$ cat src/rtl/mmio_initiator_pkg.sv
// Shared types for the MMIO initiator: access sizes, FSM states and the default address width.
// Used by mmio_initiator.sv (optional feature macro MMIO_INIT_RMW_EN).
package mmio_pkg;

  localparam int PER_ADDR_W_DEF = 8;

  typedef enum logic [1:0] {
    SZ_BYTE = 2'b00,
    SZ_HALF = 2'b01,
    SZ_WORD = 2'b10,
    SZ_ILL  = 2'b11
  } size_e;

  typedef enum logic [1:0] {
    IDLE  = 2'b00,
    READ  = 2'b01,
    WRITE = 2'b10,
    RESP  = 2'b11
  } state_e;

  // Size/alignment legality only; the store-without-RMW rule lives in the top.
  function automatic logic access_illegal(size_e sz, logic [1:0] lo);
    case (sz)
      SZ_BYTE: access_illegal = 1'b0;
      SZ_HALF: access_illegal = lo[0];
      SZ_WORD: access_illegal = (lo != 2'b00);
      default: access_illegal = 1'b1;
    endcase
  endfunction

endpackage

$ cat src/rtl/mmio_initiator_if.sv
// CPU request/response and peripheral bus bundle for the MMIO initiator.
// The initiator uses the slave modport; the CPU/peripheral side uses master.
interface mmio_initiator_if #(parameter int PER_ADDR_W = mmio_pkg::PER_ADDR_W_DEF);

  logic                  req_valid_i;
  logic                  req_ready_o;
  logic                  req_we_i;
  logic [31:0]           req_addr_i;
  logic [1:0]            req_size_i;
  logic                  req_unsigned_i;
  logic [31:0]           req_wdata_i;
  logic                  rsp_valid_o;
  logic [31:0]           rsp_rdata_o;
  logic                  rsp_err_o;
  logic [PER_ADDR_W-1:0] per_addr_o;
  logic                  per_write_en_o;
  logic [31:0]           per_data_o;
  logic [31:0]           per_data_i;

  modport slave (
    input  req_valid_i, req_we_i, req_addr_i, req_size_i, req_unsigned_i, req_wdata_i,
    input  per_data_i,
    output req_ready_o, rsp_valid_o, rsp_rdata_o, rsp_err_o,
    output per_addr_o, per_write_en_o, per_data_o
  );

  modport master (
    output req_valid_i, req_we_i, req_addr_i, req_size_i, req_unsigned_i, req_wdata_i,
    output per_data_i,
    input  req_ready_o, rsp_valid_o, rsp_rdata_o, rsp_err_o,
    input  per_addr_o, per_write_en_o, per_data_o
  );

endinterface

$ cat src/rtl/mmio_initiator_lane_align.sv
// Combinational byte-lane logic: extracts/extends a load from a peripheral word and
// merges right-aligned store data into a peripheral word for read-modify-write.
module mmio_lane_align
  import mmio_pkg::*;
(
  input  size_e       size_i,
  input  logic [1:0]  lane_i,
  input  logic        unsigned_i,
  input  logic [31:0] rword_i,
  input  logic [31:0] wdata_i,
  output logic [31:0] load_o,
  output logic [31:0] merge_o
);

  logic [7:0]  byte_sel;
  logic [15:0] half_sel;

  always_comb begin
    byte_sel = rword_i[{lane_i, 3'b000} +: 8];
    half_sel = rword_i[{lane_i[1], 4'b0000} +: 16];
    case (size_i)
      SZ_BYTE: load_o = {{24{~unsigned_i & byte_sel[7]}}, byte_sel};
      SZ_HALF: load_o = {{16{~unsigned_i & half_sel[15]}}, half_sel};
      default: load_o = rword_i;
    endcase
  end

  genvar gi;
  generate
    for (gi = 0; gi < 4; gi++) begin : g_lane
      localparam logic [1:0] LANE = 2'(gi);
      logic       sel;
      logic [7:0] src;

      // Store data is right-aligned, so a half's upper byte comes from wdata[15:8].
      always_comb begin
        case (size_i)
          SZ_BYTE: begin
            sel = (lane_i == LANE);
            src = wdata_i[7:0];
          end
          SZ_HALF: begin
            sel = (lane_i[1] == LANE[1]);
            src = wdata_i[8*(gi%2) +: 8];
          end
          default: begin
            sel = 1'b1;
            src = wdata_i[8*gi +: 8];
          end
        endcase
      end

      assign merge_o[8*gi +: 8] = sel ? src : rword_i[8*gi +: 8];
    end
  endgenerate

endmodule

$ cat src/rtl/mmio_initiator.sv
// MMIO initiator: turns CPU byte/half/word loads and stores into word-wide peripheral accesses.
// Define MMIO_INIT_RMW_EN to implement sub-word stores as read-modify-write; otherwise they error.
module mmio_initiator
  import mmio_pkg::*;
#(
  parameter int PER_ADDR_W = PER_ADDR_W_DEF
) (
  input  logic              clk,
  input  logic              reset,
  mmio_initiator_if.slave   bus
);

`ifdef MMIO_INIT_RMW_EN
  localparam bit RMW_EN = 1'b1;
`else
  localparam bit RMW_EN = 1'b0;
`endif

  state_e                state_q;
  logic [1:0]            addr_lo_q;
  size_e                 size_q;
  logic                  we_q;
  logic                  uns_q;
  logic [31:0]           wdata_q;
  logic                  rsp_valid_q;
  logic                  rsp_err_q;
  logic [31:0]           rsp_rdata_q;
  logic                  per_we_q;
  logic [PER_ADDR_W-1:0] per_addr_q;
  logic [31:0]           per_data_q;

  size_e       req_size_d;
  logic        req_err_d;
  logic [31:0] load_word_d;
  logic [31:0] merge_word_d;
  logic        unused_addr_bits;

  assign req_size_d       = size_e'(bus.req_size_i);
  assign req_err_d        = access_illegal(req_size_d, bus.req_addr_i[1:0]) ||
                            (!RMW_EN && bus.req_we_i && (req_size_d != SZ_WORD));
  assign unused_addr_bits = ^bus.req_addr_i[31:PER_ADDR_W];

  mmio_lane_align u_lane_align (
    .size_i     (size_q),
    .lane_i     (addr_lo_q),
    .unsigned_i (uns_q),
    .rword_i    (bus.per_data_i),
    .wdata_i    (wdata_q),
    .load_o     (load_word_d),
    .merge_o    (merge_word_d)
  );

  always_ff @(posedge clk or posedge reset) begin
    if (reset) begin
      state_q     <= IDLE;
      addr_lo_q   <= 2'b00;
      size_q      <= SZ_BYTE;
      we_q        <= 1'b0;
      uns_q       <= 1'b0;
      wdata_q     <= 32'h0;
      rsp_valid_q <= 1'b0;
      rsp_err_q   <= 1'b0;
      rsp_rdata_q <= 32'h0;
      per_we_q    <= 1'b0;
      per_addr_q  <= '0;
      per_data_q  <= 32'h0;
    end else begin
      case (state_q)
        IDLE: begin
          if (bus.req_valid_i) begin
            addr_lo_q <= bus.req_addr_i[1:0];
            size_q    <= req_size_d;
            we_q      <= bus.req_we_i;
            uns_q     <= bus.req_unsigned_i;
            wdata_q   <= bus.req_wdata_i;
            // Rejected requests leave the peripheral address untouched.
            if (req_err_d) begin
              state_q     <= RESP;
              rsp_valid_q <= 1'b1;
              rsp_err_q   <= 1'b1;
              rsp_rdata_q <= 32'h0;
            end else if (!bus.req_we_i || (req_size_d != SZ_WORD)) begin
              state_q    <= READ;
              per_addr_q <= {bus.req_addr_i[PER_ADDR_W-1:2], 2'b00};
            end else begin
              state_q    <= WRITE;
              per_addr_q <= {bus.req_addr_i[PER_ADDR_W-1:2], 2'b00};
              per_data_q <= bus.req_wdata_i;
              per_we_q   <= 1'b1;
            end
          end
        end
        READ: begin
          if (we_q) begin
            state_q    <= WRITE;
            per_data_q <= merge_word_d;
            per_we_q   <= 1'b1;
          end else begin
            state_q     <= RESP;
            rsp_valid_q <= 1'b1;
            rsp_rdata_q <= load_word_d;
          end
        end
        WRITE: begin
          state_q     <= RESP;
          per_we_q    <= 1'b0;
          rsp_valid_q <= 1'b1;
          rsp_rdata_q <= 32'h0;
        end
        RESP: begin
          state_q     <= IDLE;
          rsp_valid_q <= 1'b0;
          rsp_err_q   <= 1'b0;
          rsp_rdata_q <= 32'h0;
        end
        default: state_q <= IDLE;
      endcase
    end
  end

  assign bus.req_ready_o    = (state_q == IDLE);
  assign bus.rsp_valid_o    = rsp_valid_q;
  assign bus.rsp_err_o      = rsp_err_q;
  assign bus.rsp_rdata_o    = rsp_rdata_q;
  assign bus.per_write_en_o = per_we_q;
  assign bus.per_addr_o     = per_addr_q;
  assign bus.per_data_o     = per_data_q;

endmodule

$ cat src/flat_wrapper.sv
// flat-port wrapper written by rule: the top's interface ports become plain ports
module mmio_initiator_flat import mmio_pkg::*;
#(
  parameter int PER_ADDR_W = PER_ADDR_W_DEF
)
  (clk, reset, bus_req_valid_i, bus_req_we_i, bus_req_addr_i, bus_req_size_i, bus_req_unsigned_i, bus_req_wdata_i, bus_per_data_i, bus_req_ready_o, bus_rsp_valid_o, bus_rsp_rdata_o, bus_rsp_err_o, bus_per_addr_o, bus_per_write_en_o, bus_per_data_o);
  mmio_initiator_if #(.PER_ADDR_W(PER_ADDR_W)) bus_i ();
  input  logic clk;
  input  logic reset;
  input wire logic [$bits(bus_i.req_valid_i)-1:0] bus_req_valid_i;
  input wire logic [$bits(bus_i.req_we_i)-1:0] bus_req_we_i;
  input wire logic [$bits(bus_i.req_addr_i)-1:0] bus_req_addr_i;
  input wire logic [$bits(bus_i.req_size_i)-1:0] bus_req_size_i;
  input wire logic [$bits(bus_i.req_unsigned_i)-1:0] bus_req_unsigned_i;
  input wire logic [$bits(bus_i.req_wdata_i)-1:0] bus_req_wdata_i;
  input wire logic [$bits(bus_i.per_data_i)-1:0] bus_per_data_i;
  output wire logic [$bits(bus_i.req_ready_o)-1:0] bus_req_ready_o;
  output wire logic [$bits(bus_i.rsp_valid_o)-1:0] bus_rsp_valid_o;
  output wire logic [$bits(bus_i.rsp_rdata_o)-1:0] bus_rsp_rdata_o;
  output wire logic [$bits(bus_i.rsp_err_o)-1:0] bus_rsp_err_o;
  output wire logic [$bits(bus_i.per_addr_o)-1:0] bus_per_addr_o;
  output wire logic [$bits(bus_i.per_write_en_o)-1:0] bus_per_write_en_o;
  output wire logic [$bits(bus_i.per_data_o)-1:0] bus_per_data_o;
  assign bus_i.req_valid_i = bus_req_valid_i;
  assign bus_i.req_we_i = bus_req_we_i;
  assign bus_i.req_addr_i = bus_req_addr_i;
  assign bus_i.req_size_i = bus_req_size_i;
  assign bus_i.req_unsigned_i = bus_req_unsigned_i;
  assign bus_i.req_wdata_i = bus_req_wdata_i;
  assign bus_i.per_data_i = bus_per_data_i;
  assign bus_req_ready_o = bus_i.req_ready_o;
  assign bus_rsp_valid_o = bus_i.rsp_valid_o;
  assign bus_rsp_rdata_o = bus_i.rsp_rdata_o;
  assign bus_rsp_err_o = bus_i.rsp_err_o;
  assign bus_per_addr_o = bus_i.per_addr_o;
  assign bus_per_write_en_o = bus_i.per_write_en_o;
  assign bus_per_data_o = bus_i.per_data_o;
  mmio_initiator #(.PER_ADDR_W(PER_ADDR_W)) u_core (.clk(clk), .reset(reset), .bus(bus_i));
endmodule
$ cat config.mk
export PLATFORM = sky130hd
export DESIGN_NAME = mmio_initiator_flat
export DESIGN_NICKNAME = d
export VERILOG_FILES = /design/src/rtl/mmio_initiator_pkg.sv /design/src/rtl/mmio_initiator_if.sv /design/src/rtl/mmio_initiator_lane_align.sv /design/src/rtl/mmio_initiator.sv /design/src/flat_wrapper.sv
export SDC_FILE = /design/constraint.sdc
export NUM_CORES = 1
export LEC_CHECK = 0
export BUFFER_PORTS_ARGS = -buffer_cell sky130_fd_sc_hd__buf_2
export CAP_MARGIN = 25
export CORE_ASPECT_RATIO = 1.1
export CORE_UTILIZATION = 42
export DETAILED_ROUTE_END_ITERATION = 12
export PLACE_DENSITY = 0.71
export RECOVER_POWER = 25
export SYNTH_ARGS = -nofsm -noshare
export SYNTH_HDL_FRONTEND = slang
export SYNTH_SLANG_ARGS = --single-unit
$ cat constraint.sdc
create_clock -name clk -period 3.81 [get_ports clk]
set_clock_uncertainty 0.2 [all_clocks]
set_input_delay 0.762 -clock clk [delete_from_list [all_inputs] [get_ports clk]]
set_output_delay 0.762 -clock clk [all_outputs]
set_load 0.02 [all_outputs]
==> metrics.md <==
| Metric | Value |
|---|---|
| Initial Util | `43.7%` |
| CP delay by family, top | `buffers and inverters` |
| IO Pins | `179` |
| Post-layout nets | `844` |
| Via-per-instance ratio | `5.88` |
| DRC | `0` |
| Yosys reg bits | `113` |
| Initial DRC Count | `601` |
| Worst Hold Endpoint | `u_core.bus.rsp_rdata_o[14]$_DFFE_PP0P_` |
| P per Cell Area | `991 nW/um^2` |
| CTS max path bufs | `2` |
| Critical-path top delay cell | `clkinv_1` |
| Initial antenna violation count | `0` |
| Worst R2R Setup Slack | `880 ps` |
| Min-Delay Path Depth | `1` |
| Clock buffer count from CTS | `17` |
| Register area share after synthesis | `46.2%` |
| RSZ-0062 raised after global routing | `no` |
| Grt ovf | `0` |
| Worst skew pair latency | `410 ps` |
| CTS resizes | `0` |
| TritonCTS clock tree | `built` |
| Critical Path Max Stage Delay | `690 ps` |
| Crit path max fanout | `21` |
| Worst Hold Launch | `u_core.bus.rsp_rdata_o[14]$_DFFE_PP0P_` |
| Placeable core area | `14000 um^2` |
| Crit. End Element | `register` |
| Routability Congestion | `0.892` |
| Fmax | `0.341 GHz` |
| Layout cells sized above 1 | `34.8%` |
| Fin Setup TNS | `0 ps` |
| Post-Syn Area per Cell | `10.1 um^2` |
| # diodes | `0` |
| Critical path class | `reg2reg` |
| Hold crit path type | `reg2reg` |
| Clock Pin Slew Worst Setup and Hold Paths | `50 ps` |
| H-tree levels | `4` |
| Unique masters post-synth | `51` |
| Post-synth ARST share | `100%` |
| Status | `completed` |
| P&R area growth vs syn | `24.8%` |
| Pre-Repair DR Iteration Count | `5` |
| Top cell type's share of synthesized area | `46.2%` |
| Cell area after synthesis | `6120 um^2` |
| Total number of vias | `5506` |
| Min cycle time layout | `2930 ps` |
| Die W | `117 um` |
| Critical path arrival | `3020 ps` |
| Rel. slew slack | `31.6%` |
| Yosys warning count | `0` |
| Slew @ Worst Pin | `1030 ps` |
| Clk sinks | `113` |
| DRT antenna net count | `0` |
| GRT Overall Usage | `25.6%` |
| Vias in the first global route | `5175` |
| PortBufs | `152` |
| Hold slack final | `282 ps` |
| Max-Cap Viols | `0` |
| Worst setup SP type | `register` |
| Wirelength per Cell | `19.9 um` |
| Period utilization | `76.9%` |
| Global-route wire length before repair | `28600 um` |
| Worst EP required | `3900 ps` |
| Synth Instances | `608` |
| Final hold vios | `0` |
| Worst Reg2Reg Path Length in Cells | `6` |
| Leading area contributor after synthesis | `dfrtp_1` |
| Setup Buffers After CTS | `0` |
| LEAKAGE | `3.58 nW` |
| Slew Limit Fails | `0` |
| FF-to-FF End | `u_core.bus.per_data_o[23]$_DFFE_PP0P_` |
| Max rail drop VDD | `0.431 mV` |
| CTS root buffer | `clkbuf_16` |
| Worst R2R Start | `u_core.state_q[1]$_DFFE_PP0P_` |
| Die footprint | `15100 um^2` |
| EDFF count, synth | `0` |
| Synth Flop Type | `dfrtp_1` |
| Top cells by area, synth | `dfrtp_1 (46%), mux2_2 (9.7%), a22o_1 (3.7%), o21ai_0 (3.4%), o31ai_1 (3.3%)` |
| Final Setup Violations | `0` |
| CP cell instances | `inv_1, ha_1, clkinv_1, a21oi_1, a31oi_1, mux2_2` |
| Die Span Y | `129 um` |
| WL final | `18600 um` |
| CP Buf/Inv Count | `2` |
| Row count | `45` |
| CTS Hold Bufs | `0` |
| Largest net degree at the start of global routing | `114` |
| HPWL after DPL | `13400 um` |
## metal layers
layer | GRT usage [%] | routed length [um] | up-vias
met5 | 0 | 0 | -
li1 | - | - | 2509
met3 | 5.37 | 1570 | 39
met2 | 40.2 | 8740 | 296
met4 | 11.5 | 563 | 0
met1 | 34.0 | 7720 | 2662
## worst max-delay path by stage
stage                                  startpoint                                     to  slack [ps]  cells after the start
floorplan                       bus_req_size_i[0]  u_core.bus.per_data_o[16]$_DFFE_PP0P_        1270                      5
finish              u_core.state_q[1]$_DFFE_PP0P_  u_core.bus.per_data_o[23]$_DFFE_PP0P_         880                      6
detailed placement              bus_req_size_i[0]  u_core.bus.per_data_o[20]$_DFFE_PP0P_         850                      5
global placement                bus_req_size_i[0]  u_core.bus.per_data_o[20]$_DFFE_PP0P_         890                      5
CTS                 u_core.state_q[1]$_DFFE_PP0P_   u_core.bus.per_data_o[5]$_DFFE_PP0P_         910                      7
global route        u_core.state_q[1]$_DFFE_PP0P_  u_core.bus.per_data_o[23]$_DFFE_PP0P_         600                      6
## cell usage in the layout (no fill, tap or decap), types with 2 or more instances in the layout
master | synthesis | routed
o2bb2ai_1 | 15 | 15
a222oi_1 | 7 | 7
buf_4 | 2 | 7
clkbuf_8 | 0 | 4
clkinv_1 | 2 | 2
mux2_4 | 2 | 2
a211oi_1 | 19 | 19
ha_1 | 6 | 6
o21ai_0 | 42 | 42
o22ai_1 | 2 | 2
o31ai_1 | 27 | 27
o32a_1 | 8 | 8
clkbuf_16 | 0 | 17
buf_2 | 12 | 152
a31oi_1 | 9 | 9
dfrtp_1 | 113 | 112
o21ba_2 | 2 | 2
nor2b_1 | 14 | 14
conb_1 | 1 | 2
mux2i_1 | 13 | 13
nor2_1 | 28 | 28
mux2_2 | 53 | 53
a21oi_1 | 27 | 27
clkinv_2 | 0 | 3
bufinv_16 | 0 | 6
a21o_1 | 2 | 2
nand2_1 | 53 | 53
a22o_1 | 26 | 26
nand2b_1 | 4 | 4
nand3_1 | 28 | 28
a221oi_1 | 12 | 12
inv_1 | 20 | 19
## synth_stat cells, types with 2 or more instances
library cell and instances:
buf_2 12, mux2_2 53, a21oi_1 27, a211oi_1 19
o21ba_2 2, a22o_1 26, o2bb2ai_1 15, o32a_1 8
nor2_1 28, o21ai_0 42, mux2_4 2, a221oi_1 12
nand3_1 28, nand2_1 53, dfrtp_1 113, o31ai_1 27
buf_1 6, clkinv_1 2, a21o_1 2, inv_1 20
nand2b_1 4, nor2b_1 14, buf_4 2, clkbuf_1 30
a31oi_1 9, o22ai_1 2, ha_1 6, mux2i_1 13
buf_6 3, a222oi_1 7
## stage by stage
| stage | utilization, % | instances | instance area (um^2) | worst slack (ps) | power, mW |
|---|---|---|---|---|---|
| finish | 54.5 | 936 | 7640 | 882 | 7.58 |
| global route | 54.5 | 936 | 7640 | 601 | 8.02 |
| detailed placement | 49.6 | 904 | 6960 | 855 | 5.71 |
| global placement | 49.6 | 904 | 6960 | 894 | 5.60 |
| floorplan | - | 609 | 6130 | 1270 | 4.75 |
| CTS | 54.5 | 936 | 7640 | 910 | 7.58 |
## where the power goes
group	internal, mW	total, mW	leakage (nW)	switching (mW)
combinational	1.37	3.49	1.84	2.12
clock	1.29	1.84	0.336	0.544
sequential	1.75	2.25	1.41	0.502
total	4.41	7.58	3.58	3.16
## kinds of logic (layout without fill, tap and decap cells)
| logic type | Yosys count | count (layout) | synth area share [%] |
|---|---|---|---|
| compound gates | 206 | 206 | 24.2 |
| fa+ha+maj | 6 | 6 | 1.23 |
| buf+inv | 75 | 214 | 5.33 |
| flops | 113 | 113 | 46.2 |
| mux | 68 | 68 | 12.4 |
| other cells | 1 | 2 | 0.0612 |
| simple gates | 139 | 139 | 10.6 |
## flip-flops by register name, indices dropped and copies added (netlist names), 2 cells and up
| signal | flops |
|---|---|
| u_core.bus.per_addr_o | 6 |
| u_core.size_q | 2 |
| u_core.bus.rsp_rdata_o | 32 |
| u_core.state_q | 2 |
| u_core.bus.per_data_o | 32 |
| u_core.addr_lo_q | 2 |
| u_core.wdata_q | 32 |
## layout make-up
class	count	area [um^2]
multi-input cells	421	2970
repair buffers	160	833
clock buffers	22	484
flip-flops and latches	113	2830
well taps	188	235
fillers	1245	6380
inverters	22	83.8
clock inverters	10	203
No activity file was read; power rests on OpenSTA's default activity.
